**src/rtl/instr_sequencer.sv**
```systemverilog
// instr_sequencer
//
// Multi-cycle instruction sequencer. It holds the program counter, the
// instruction register and the retired-instruction counter. It fetches over a
// req/ready handshake and steps each instruction through decode, execute,
// memory and write-back. The external combinational decoder sees opcode and
// aluop, and the ctl_* bits it returns choose the path through the FSM.
//
// Ports
//   clk, rst_n        clock (rising edge), asynchronous active-low reset
//   imem_req/addr     instruction fetch request and word address (= pc)
//   imem_ready/rdata  fetch completion and fetched instruction word
//   opcode, aluop     IR fields driven to the control decoder
//   ctl_*             decoded control bits from the decoder
//   branch_target     branch destination from the datapath
//   dmem_req/we/ready data-memory request, write qualifier, completion
//   rf_we             register-file write strobe (one-cycle pulse in WB)
//   halted            illegal opcode seen, core stopped until reset
//   retired           retired-instruction counter (wraps)
//   state             current FSM state encoding, for debug
//
// state  | meaning
// -------+------------------------------------------------------------
// RST    | reset, leaves for FETCH on the first edge after rst_n rises
// FETCH  | imem_req high, waits for imem_ready, loads IR
// DECODE | one cycle, rejects illegal opcodes
// EXEC   | samples ctl_* in priority branch > mem > rwrite > plain ALU
// MEM    | dmem_req high until dmem_ready
// WB     | rf_we pulse, then advance pc
// HALT   | halted high, terminal until reset

module instr_sequencer #(
    parameter int PC_W    = 16,
    parameter int INSTR_W = 32
) (
    input  logic               clk,
    input  logic               rst_n,
    output logic               imem_req,
    output logic [PC_W-1:0]    imem_addr,
    input  logic               imem_ready,
    input  logic [INSTR_W-1:0] imem_rdata,
    output logic [4:0]         opcode,
    output logic [2:0]         aluop,
    input  logic               ctl_we,
    input  logic               ctl_selmem,
    input  logic               ctl_rwrite,
    input  logic               ctl_branch,
    input  logic [PC_W-1:0]    branch_target,
    output logic               dmem_req,
    output logic               dmem_we,
    input  logic               dmem_ready,
    output logic               rf_we,
    output logic               halted,
    output logic [15:0]        retired,
    output logic [2:0]         state
);

    typedef enum logic [2:0] {
        ST_RST    = 3'd0,
        ST_FETCH  = 3'd1,
        ST_DECODE = 3'd2,
        ST_EXEC   = 3'd3,
        ST_MEM    = 3'd4,
        ST_WB     = 3'd5,
        ST_HALT   = 3'd6
    } state_t;

    localparam logic [4:0]      OP_MAX = 5'b00100;
    localparam logic [PC_W-1:0] PC_ONE = {{(PC_W-1){1'b0}}, 1'b1};

    state_t             st;
    logic [PC_W-1:0]    pc;
    logic [INSTR_W-1:0] ir;
    logic               ir_unused;

    assign imem_addr = pc;
    assign opcode    = ir[INSTR_W-1 -: 5];
    assign aluop     = ir[INSTR_W-6 -: 3];
    assign state     = st;
    // Write qualifier tracks the decoder directly while the request is up.
    assign dmem_we   = dmem_req & ctl_we;
    // Low IR bits belong to the datapath (register specifiers, immediates).
    assign ir_unused = ^ir[INSTR_W-9:0];

    // Strobes are registered from the next state, so each one is high exactly
    // while the FSM sits in the state that owns it. The async reset clears
    // them together with the state register.
    always_ff @(posedge clk or negedge rst_n) begin
        if (!rst_n) begin
            st       <= ST_RST;
            pc       <= '0;
            ir       <= '0;
            retired  <= '0;
            imem_req <= 1'b0;
            dmem_req <= 1'b0;
            rf_we    <= 1'b0;
            halted   <= 1'b0;
        end else begin
            imem_req <= 1'b0;
            dmem_req <= 1'b0;
            rf_we    <= 1'b0;
            halted   <= 1'b0;
            case (st)
                ST_RST: begin
                    st       <= ST_FETCH;
                    imem_req <= 1'b1;
                end
                ST_FETCH: begin
                    if (imem_ready) begin
                        ir <= imem_rdata;
                        st <= ST_DECODE;
                    end else begin
                        imem_req <= 1'b1;
                    end
                end
                ST_DECODE: begin
                    if (ir[INSTR_W-1 -: 5] > OP_MAX) begin
                        st     <= ST_HALT;
                        halted <= 1'b1;
                    end else begin
                        st <= ST_EXEC;
                    end
                end
                ST_EXEC: begin
                    if (ctl_branch) begin
                        pc       <= branch_target;
                        retired  <= retired + 16'd1;
                        st       <= ST_FETCH;
                        imem_req <= 1'b1;
                    end else if (ctl_we | ctl_selmem) begin
                        st       <= ST_MEM;
                        dmem_req <= 1'b1;
                    end else if (ctl_rwrite) begin
                        st    <= ST_WB;
                        rf_we <= 1'b1;
                    end else begin
                        pc       <= pc + PC_ONE;
                        retired  <= retired + 16'd1;
                        st       <= ST_FETCH;
                        imem_req <= 1'b1;
                    end
                end
                ST_MEM: begin
                    if (dmem_ready) begin
                        if (ctl_selmem & ctl_rwrite) begin
                            st    <= ST_WB;
                            rf_we <= 1'b1;
                        end else begin
                            pc       <= pc + PC_ONE;
                            retired  <= retired + 16'd1;
                            st       <= ST_FETCH;
                            imem_req <= 1'b1;
                        end
                    end else begin
                        dmem_req <= 1'b1;
                    end
                end
                ST_WB: begin
                    pc       <= pc + PC_ONE;
                    retired  <= retired + 16'd1;
                    st       <= ST_FETCH;
                    imem_req <= 1'b1;
                end
                ST_HALT: begin
                    halted <= 1'b1;
                end
                default: begin
                    st <= ST_RST;
                end
            endcase
        end
    end

endmodule

```
**config.mk**
```make
export PLATFORM = sky130hd
export DESIGN_NAME = instr_sequencer
export DESIGN_NICKNAME = d
export VERILOG_FILES = /design/src/rtl/instr_sequencer.sv
export SDC_FILE = /design/constraint.sdc
export NUM_CORES = 1
export LEC_CHECK = 0
export ABC_AREA = 1
export ABC_CLOCK_PERIOD_IN_PS = 1550
export BUFFER_PORTS_ARGS = -buffer_cell sky130_fd_sc_hd__clkbuf_2
export CORE_AREA = 2 2 86 80
export CTS_BUF_LIST = sky130_fd_sc_hd__clkbuf_2
export DETAILED_ROUTE_END_ITERATION = 10
export DIE_AREA = 0 0 88 82
export PLACE_DENSITY_LB_ADDON = 0.3
export SLEW_MARGIN = 40
export SYNTH_ARGS = -nofsm -noshare
export SYNTH_HDL_FRONTEND = slang
export SYNTH_SLANG_ARGS = --single-unit
```
**constraint.sdc**
```tcl
create_clock -name clk -period 1.55 [get_ports clk]
set_clock_uncertainty 0.2 [all_clocks]
set_input_delay 0.0775 -clock clk [delete_from_list [all_inputs] [get_ports clk]]
set_output_delay 0.0775 -clock clk [all_outputs]
set_load 0.01 [all_outputs]
```
==> metrics.txt, run 1 <==
status complete, but fails checks; failing checks setup timing; Critical Path Sink retired[2]$_DFFE_PN0P_; Worst setup SP type register; Reg2Reg Setup Slack -0.17 ns; initial antenna violation count 0; crit-path cells inv_4 -> nand3_4 -> nand2_4 -> nand3_4 -> nor2_8 -> buf_6 -> nand2_2 -> nand2_1 -> nand2_1; Slew @ Worst Pin 0.2690 ns; fin crit period 1.723 ns; max-cap check violation count 0; most frequent cells in the layout nand2_1, clkbuf_2, dfrtp_1; DP HPWL about 5500 um; total die area 7216 um2; top cell type's share of synthesized area between 40% and 50%; overall die height 82 um; # IOs 104; crit-path max FO 8; share of cells above drive strength 1 36.64%; most area-hungry cell type in the Yosys netlist dfrtp_1; Critical Path Source state[2]$_DFFE_PN0P_; most common cell after layout, fill and taps aside nand2_1; vias in the first global route 3147; Final Slew Violations 0; cells after synthesis 396; grt ovf 0; register area share after synthesis slightly above 40%; Finish-stage setup viols 45; Syn Area/Cell between 7 and 8 um2; Yosys warnings 0; Post-route DRC 0; VDD IR max 975.0 uV; min-delay worst type in -> reg; worst r2r src state[2]$_DFFE_PN0P_; Routed WL per cell 13.19 um; CP top delay family simple AND/OR/NAND/NOR gates; CTS Buf Count 5; drt total wl 8492 um; Via Count about 3200; first-pass GRT wire length 13700 um; GRT Total Usage 24.03%; Post-synth ARST share 100.0%; Static Leak 2.208 nW; antenna diode count 0; Setup WS post-layout -0.1733 ns; hold_sp imem_rdata[24]; H-tree depth 2; Pre-antenna DRT Iters 5; Layout Nets 611; GPL Wtd Cong 0.9919; Peak Freq between 500 and 600 MHz; Post-synth EDFFs 0; Finished Cell Area 4307 um2; FF/Latch Area between 1000 and 1500 um2; R2R Path End retired[2]$_DFFE_PN0P_; Area contributors post-synth dfrtp_1, nand2_1, nand3_1; Crit path largest cell delay ~0.54 ns; Setup Crit Path Kind reg -> reg; area of the multi-input gates 1632 um2; Required @ worst endpoint 1.71 ns; row count 28; Synth Register Bits 47; Port Buffer Count between 70 and 80; vias per inst 4.958; Routed Antenna Nets 0; Buf/Inv on CP 2; CTS tree yes; Synth cell types 29; First DRT Iteration DRCs roughly 150; P per Cell Area 1632 nW/um2; clk_lat worst skew 0.43 ns; largest net degree at the start of global routing 48; initial core utilization 45.19%; P&R area growth vs syn 50.31%; Setup TNS -4.888 ns; unrepaired setup endpoints after global routing yes; register clock-pin slew on the reported worst setup and hold paths 0.26 ns; Horiz. Die Dim a little under 90 um; Hold Vio Cnt, Final 0; post-placement cell area around 3600 um2; root buffer cell clkbuf_2; Filler cells roughly 520; core area 6341 um2; CP arrival 1.89 ns; Syn Nets roughly 450; clock sinks 47; synthesized area 2865 um2; Reg2Reg Depth 9; Final period util 111.2%; Crit-path slowest cell dfrtp_2; max_slew headroom between 80% and 90%; Top FF cell, synth dfrtp_1; Critical Path Stages 9; Critical Path End Type register; clk buf depth 2
-- worst reg2reg max path: stages, from the launching register on --
cell,delay [ns]
dfrtp_2,0.54
inv_4,0.10
nand3_4,0.07
nand2_4,0.07
nand3_4,0.10
nor2_8,0.27
buf_6,0.18
nand2_2,0.04
nand2_1,0.05
nand2_1,0.05
-- flip-flops by register name (all words and copies together), names as in the netlist --
register,cells
rf_we,1
imem_req,1
state,3
imem_addr,16
retired,16
halted,1
ir,8
dmem_req,1
-- cells by family after synthesis --
kind of cell	Yosys count	synth area share (%)
simple gates	249	38.21
compound gates	30	5.765
flops	47	41.05
xor+xnor	10	3.057
mux	8	3.144
buf+inv	50	7.903
fa+ha+maj	2	0.8732
-- synth_stat cells (3+ instances only) --
cell / n
o21ai_0: 20
mux2_2: 8
nor2_2: 3
nand4_1: 8
nand3_1: 41
nand3b_1: 3
dfrtp_1: 47
nor2_1: 39
inv_1: 40
o21ai_1: 5
xnor2_1: 3
or2_2: 8
nand2_1: 135
xor2_1: 7
nor3_1: 8
buf_6: 4
-- metrics by stage --
step	setup slack (ns)	hold WS, ns	power, mW	cells	util (%)
after CTS	-0.07631	0.1706	6.499	639	64.78
after global placement	-0.09383	-0.1119	5.515	596	57.52
after floorplan	-0.1001	-0.4181	4.196	396	-
after detailed placement	-0.1832	-0.1123	5.618	596	57.52
final	-0.1733	0.2004	7.031	644	67.92
after global routing	-0.2272	0.1599	7.587	644	67.92
-- routing by layer --
metal | share of wire [%] | track usage (%) | vias to the layer above
li1 | - | - | 1588
met1 | 42 | 28.65 | 1493
met2 | 51 | 43.71 | 94
met3 | 4.6 | 4.221 | 18
met4 | 2.3 | 8.000 | 0
met5 | 0 | 0 | -
-- area by class of cell --
| class | count | share of cell area (%) |
|---|---|---|
| Clock inverter | 3 | 0.9006 |
| Sequential cell | 47 | 27.43 |
| Timing Repair Buffer | 158 | 26.70 |
| Inverter | 42 | 3.893 |
| Tap cell | 90 | 2.615 |
| Multi-Input combinational cell | 299 | 37.88 |
| Clock buffer | 5 | 0.5811 |
-- worst min path at each step --
| stage | endpoint | slack [ns] | depth (start not counted) |
|---|---|---|---|
| 2_1_floorplan | dmem_req$_DFF_PN0_ | -0.42 | 0 |
| 3_3_place_gp | state[0]$_DFFE_PN0P_ | -0.11 | 2 |
| 3_5_place_dp | dmem_req$_DFF_PN0_ | -0.11 | 2 |
| 4_1_cts | ir[28]$_DFFE_PN0P_ | 0.17 | 3 |
| 5_1_grt | ir[24]$_DFFE_PN0P_ | 0.16 | 3 |
| 6_report | ir[24]$_DFFE_PN0P_ | 0.20 | 3 |
-- timing repair --
action                                  4_1_cts  5_1_grt
setup buffers                                 2        4
pin swaps                                     2       22
gates resized for setup                      20       49
gates cloned                                  1        1
hold buffers                                 32        0
endpoints found under the setup margin       41       48
endpoints found under the hold margin        77        0
-- where the power goes --
group / internal, mW / leakage [nW] / switching (mW)
Clock: 0.265 / 0.0404 / 0.418
Combinational: 1.90 / 1.57 / 2.22
Sequential: 1.72 / 0.594 / 0.507
(Power assumes the default switching activity.)
==> inputs of run 2 (changes only) <==
- RECOVER_POWER: unset -> 25
==> metrics.txt, run 2 (same netlist as run 1, synthesis figures left out) <==
DP HPWL 5532 um (unchanged); P&R area growth vs syn 49.87% (was 50.31%); Port Buffer Count 79 (unchanged); crit-path max FO 8 (unchanged); unrepaired setup endpoints after global routing yes (unchanged); Static Leak 2.203 nW (was 2.208 nW); Final period util 111.2% (about the same); final core occ 67.72% (was 67.92%); initial antenna violation count 0 (unchanged); vias per inst 4.957 (was 4.958); First DRT Iteration DRCs 150 (was 151); Setup Crit Path Kind reg -> reg (unchanged); root buffer cell clkbuf_2 (unchanged); VDD IR max 973.6 uV (was 975.0 uV); clk_lat worst skew 0.43 ns (about the same); # IOs 104 (unchanged); max-cap check violation count 0 (unchanged); failing checks setup timing (unchanged); Pwr Total 7.026 mW (was 7.031 mW); Filler cells 524 (was 522); row count 28 (unchanged); Routed Antenna Nets 0 (unchanged); most common cell after layout, fill and taps aside nand2_1 (unchanged); total die area 7216 um2 (unchanged); Finish-stage setup viols 45 (unchanged); DP Worst Slack -0.1832 ns (unchanged); most frequent cells in the layout nand2_1, clkbuf_2, dfrtp_1 (unchanged); grt ovf 0 (unchanged); GRT Total Usage 24.03% (unchanged); post-placement cell area 3647 um2 (unchanged); Post-route DRC 0 (unchanged); drt total wl 8495 um (was 8492 um); Via Count 3192 (was 3193); Worst setup SP type register (unchanged); Horiz. Die Dim 88 um (unchanged); CP arrival 1.89 ns (about the same); Hold Vio Cnt, Final 0 (unchanged); clk buf depth 2 (unchanged); core area 6341 um2 (unchanged); CTS tree yes (unchanged); Final Slew Violations 0 (unchanged); Setup WS post-layout -0.1733 ns (about the same); Layout Nets 611 (unchanged); Pre-antenna DRT Iters 5 (unchanged); antenna diode count 0 (unchanged); Fin Hold WS 0.2004 ns (unchanged); P per Cell Area 1636 nW/um2 (was 1632 nW/um2); vias in the first global route 3147 (unchanged); first-pass GRT wire length 13700 um (unchanged); share of cells above drive strength 1 36.64% (unchanged); Routed WL per cell 13.19 um (about the same); initial core utilization 45.19% (unchanged); GPL Wtd Cong 0.9919 (unchanged); Finished Cell Area 4294 um2 (was 4307 um2); Critical Path End Type register (unchanged); fin crit period 1.723 ns (about the same); CTS Buf Count 5 (unchanged); clock sinks 47 (unchanged); largest net degree at the start of global routing 48 (unchanged); Peak Freq 580.3 MHz (about the same); H-tree depth 2 (unchanged); max_slew headroom 58.79% (was 82.00%); min-delay worst type in -> reg (unchanged); Slew @ Worst Pin 0.6181 ns (was 0.2690 ns); overall die height 82 um (unchanged); Required @ worst endpoint 1.71 ns (about the same); status complete, but fails checks (unchanged); register clock-pin slew on the reported worst setup and hold paths 0.26 ns (about the same)
==> run 2: power by group <==
group          internal (mW)  total, mW  switching (mW)
clock network          0.265      0.683           0.418
logic                   1.89       4.11            2.22
registers               1.72       2.23           0.507
total                   3.88       7.03            3.15
==> run 2: worst max-delay path: stages (launching register included) <==
cell	delay [ns]
dfrtp_2	0.54
inv_4	0.09
nand3_4	0.07
nand2_4	0.07
nand3_4	0.10
nor2_8	0.27
buf_6	0.18
nand2_2	0.04
nand2_1	0.05
nand2_1	0.05
==> run 2: through the flow <==
step | TNS, ns | cells
2_1_floorplan | -2.295 | 396
5_1_grt | -8.175 | 644
3_5_place_dp | -4.857 | 596
3_3_place_gp | -1.737 | 596
6_report | -4.890 | 644
4_1_cts | -1.203 | 639
==> run 2: worst paths after layout <==
check                                      from                        to  slack [ns]  depth (start not counted)
setup / recovery           state[2]$_DFFE_PN0P_    retired[2]$_DFFE_PN0P_       -0.17                          9
hold / removal                   imem_rdata[24]        ir[24]$_DFFE_PN0P_        0.20                          3
setup reg to reg           state[2]$_DFFE_PN0P_    retired[2]$_DFFE_PN0P_       -0.17                          9
hold reg to reg              ir[24]$_DFFE_PN0P_        ir[24]$_DFFE_PN0P_        0.35                          1
max in group asynchronous                 rst_n      state[2]$_DFFE_PN0P_        0.11                          4
min in group asynchronous                 rst_n  imem_addr[1]$_DFFE_PN0P_        0.60                          4
==> run 2: timing repair <==
item / 4_1_cts / 5_1_grt
setup endpoints to repair: 41 / 48
cloned: 1 / 1
gates resized for setup: 20 / 49
pin swaps: 2 / 22
hold endpoints to repair: 77 / 0
buffers inserted: 2 / 4
hold buffers: 32 / 0
==> run 2: metal layers <==
| metal | share of wire, % | global-route usage (%) | wire length (um) | up-vias |
|---|---|---|---|---|
| li1 | - | - | - | 1587 |
| met1 | 42 | 28.65 | 3560 | 1493 |
| met2 | 51 | 43.71 | 4346 | 94 |
| met3 | 4.6 | 4.221 | 390 | 18 |
| met4 | 2.3 | 8.000 | 197 | 0 |
| met5 | 0 | 0 | 0 | - |
==> run 2: cell type report <==
cell class | instances | area [um2] | area share (%)
clock inverter | 3 | 38.79 | 0.9033
sequential | 47 | 1181 | 27.51
inverter | 42 | 167.7 | 3.904
timing repair buffer | 158 | 1137 | 26.49
tap | 90 | 112.6 | 2.622
clock buffer | 5 | 25.02 | 0.5828
multi-input combinational | 299 | 1632 | 38.00
==> inputs of run 3 (changes only) <==
==> constraint.sdc (replaced) <==
create_clock -name clk -period 1.55 [get_ports clk]
set_clock_uncertainty 0.2 [all_clocks]
set_input_delay 0 -clock clk [delete_from_list [all_inputs] [get_ports clk]]
set_output_delay 0 -clock clk [all_outputs]
set_load 0.01 [all_outputs]
==> metrics.txt, run 3 (same netlist as run 1, synthesis figures left out) <==
Slew @ Worst Pin 0.6596 ns (was 0.6181 ns); Setup TNS -2.779 ns (was -4.890 ns); CP arrival 1.87 ns (was 1.89 ns); metal3 WL 422 um (was 390 um); Setup WS post-layout -0.1357 ns (was -0.1733 ns); Filler cells 523 (was 524); CTS tree yes (unchanged); row count 28 (unchanged); grt ovf 0 (unchanged); highest metal used met4 (unchanged); Pwr Total 6.773 mW (was 7.026 mW); register clock-pin slew on the reported worst setup and hold paths 0.25 ns (was 0.26 ns); Final Slew Violations 0 (unchanged); Switching Fraction 45.73% (was 44.79%); Clk pwr share 7.9% (was 9.7%); Pint 3.676 mW (was 3.879 mW); post-placement cell area 3702 um2 (was 3647 um2); Worst setup SP type register (unchanged); max_slew headroom 56.03% (was 58.79%); Via Count 3205 (was 3192); failing checks setup timing (unchanged); GPL Wtd Cong 0.9586 (was 0.9919); first-pass GRT wire length 13520 um (was 13700 um); antenna diode count 0 (unchanged); status complete, but fails checks (unchanged); Finish-stage setup viols 37 (was 45); min-delay worst type in -> reg (unchanged); Port Buffer Count 79 (unchanged); DP HPWL 5660 um (was 5532 um); Logic pwr share 60.2% (was 58.6%); Hold Crit Depth 3 (unchanged); initial core utilization 45.19% (unchanged); largest net degree at the start of global routing 48 (unchanged); Routed WL per cell 12.95 um (was 13.19 um); GRT Total Usage 23.75% (was 24.03%); Psw 3.097 mW (was 3.147 mW); total die area 7216 um2 (unchanged); unrepaired setup endpoints after global routing yes (unchanged); P per Cell Area 1585 nW/um2 (was 1636 nW/um2); Hold Vio Cnt, Final 0 (unchanged); clock sinks 47 (unchanged); fin crit period 1.686 ns (was 1.723 ns); crit-path max FO 6 (was 8); H-tree depth 2 (unchanged); Reg2Reg Depth 7 (was 9); wl on met1 3633 um (was 3560 um); VDD IR max 936.9 uV (was 973.6 uV); most frequent cells in the layout nand2_1, clkbuf_2, buf_4 (was nand2_1, clkbuf_2, dfrtp_1); CTS Buf Count 5 (unchanged); Static Leak 2.197 nW (was 2.203 nW); wire length on met2 4185 um (was 4346 um); # IOs 104 (unchanged); drt total wl 8459 um (was 8495 um); share of cells above drive strength 1 35.88% (was 36.64%); clk_lat worst skew 0.44 ns (was 0.43 ns); vias in the first global route 3030 (was 3147); Critical Path End Type register (unchanged); overall die height 82 um (unchanged); clk buf depth 2 (unchanged); initial antenna violation count 0 (unchanged); Required @ worst endpoint 1.73 ns (was 1.71 ns); Peak Freq 593.2 MHz (was 580.3 MHz); P&R area growth vs syn 49.13% (was 49.87%); most common cell after layout, fill and taps aside nand2_1 (unchanged); Horiz. Die Dim 88 um (unchanged); Sequential Power Share 31.9% (was 31.7%); Final period util 108.8% (was 111.2%); Finished Cell Area 4273 um2 (was 4294 um2); Post-route DRC 0 (unchanged); vias per inst 4.908 (was 4.957); root buffer cell clkbuf_2 (unchanged); Setup Crit Path Kind reg -> reg (unchanged); max-cap check violation count 0 (unchanged); core area 6341 um2 (unchanged); First DRT Iteration DRCs 98 (was 150); Pre-antenna DRT Iters 4 (was 5); Routed Antenna Nets 0 (unchanged); Layout Nets 620 (was 611)
-- run 3: cell types whose count changed in the layout (fill, tap and decap cells not counted), sizes merged --
cell,delta
buf,+9
clkinv,-1
clkinvlp,+2
bufinv,-1
-- run 3: critical path, stage by stage (launching register included) --
cell	delay, ns
dfrtp_2	0.54
buf_4	0.18
buf_4	0.14
nor2_1	0.16
nand2_1	0.14
nand4_1	0.14
nand2_1	0.07
o21ai_0	0.07
-- run 3: area by class of cell --
cell class / count / area [um2] / share of cell area, %
clock buffer: 5 / 25.02 / 0.5857
multi-input combinational: 299 / 1587 / 37.13
clock inverter: 3 / 20.02 / 0.4685
sequential: 47 / 1181 / 27.64
timing repair buffer: 167 / 1182 / 27.67
tap: 90 / 112.6 / 2.635
inverter: 42 / 165.2 / 3.865
-- run 3: worst paths after layout --
path                                      start                  endpoint  slack, ns
setup reg to reg           state[2]$_DFFE_PN0P_      state[2]$_DFFE_PN0P_      -0.14
setup / recovery           state[2]$_DFFE_PN0P_      state[2]$_DFFE_PN0P_      -0.14
min in group asynchronous                 rst_n  imem_addr[8]$_DFFE_PN0P_       0.54
max in group asynchronous                 rst_n    retired[5]$_DFFE_PN0P_       0.15
hold / removal                   imem_rdata[25]        ir[25]$_DFFE_PN0P_       0.11
hold reg to reg              ir[26]$_DFFE_PN0P_        ir[26]$_DFFE_PN0P_       0.35
-- run 3: routing by layer --
| layer | vias up | track usage (%) |
|---|---|---|
| met1 | 1489 | 30.01 |
| met4 | 0 | 8.615 |
| met2 | 98 | 41.14 |
| li1 | 1599 | - |
| met3 | 19 | 3.719 |
| met5 | - | 0 |
-- run 3: power by group through the flow --
stage	Combinational, mW	Sequential, mW	Clock (mW)
2_1_floorplan	1.79	2.41	0
5_1_grt	4.50	2.23	0.594
3_3_place_gp	3.47	2.15	0
6_report	4.08	2.16	0.535
3_5_place_dp	3.56	2.17	0
4_1_cts	3.84	2.16	0.557
-- run 3: stage by stage --
| step | setup slack, ns | utilization, % | hold slack [ns] | instances |
|---|---|---|---|---|
| 3_3_place_gp | -0.06131 | 58.39 | -0.1937 | 605 |
| 5_1_grt | -0.1672 | 67.38 | 0.09666 | 653 |
| 3_5_place_dp | -0.09575 | 58.39 | -0.1916 | 605 |
| 2_1_floorplan | -0.1001 | - | -0.4956 | 396 |
| 6_report | -0.1357 | 67.38 | 0.1102 | 653 |
| 4_1_cts | -0.06301 | 66.42 | 0.07665 | 651 |
-- run 3: repair_timing --
item | 4_1_cts | 5_1_grt
setup buffers | 5 | 2
hold buffers | 32 | 0
gates resized for setup | 29 | 26
gates cloned | 1 | 0
endpoints found under the setup margin | 43 | 46
pin swaps | 5 | 8
endpoints found under the hold margin | 77 | 0
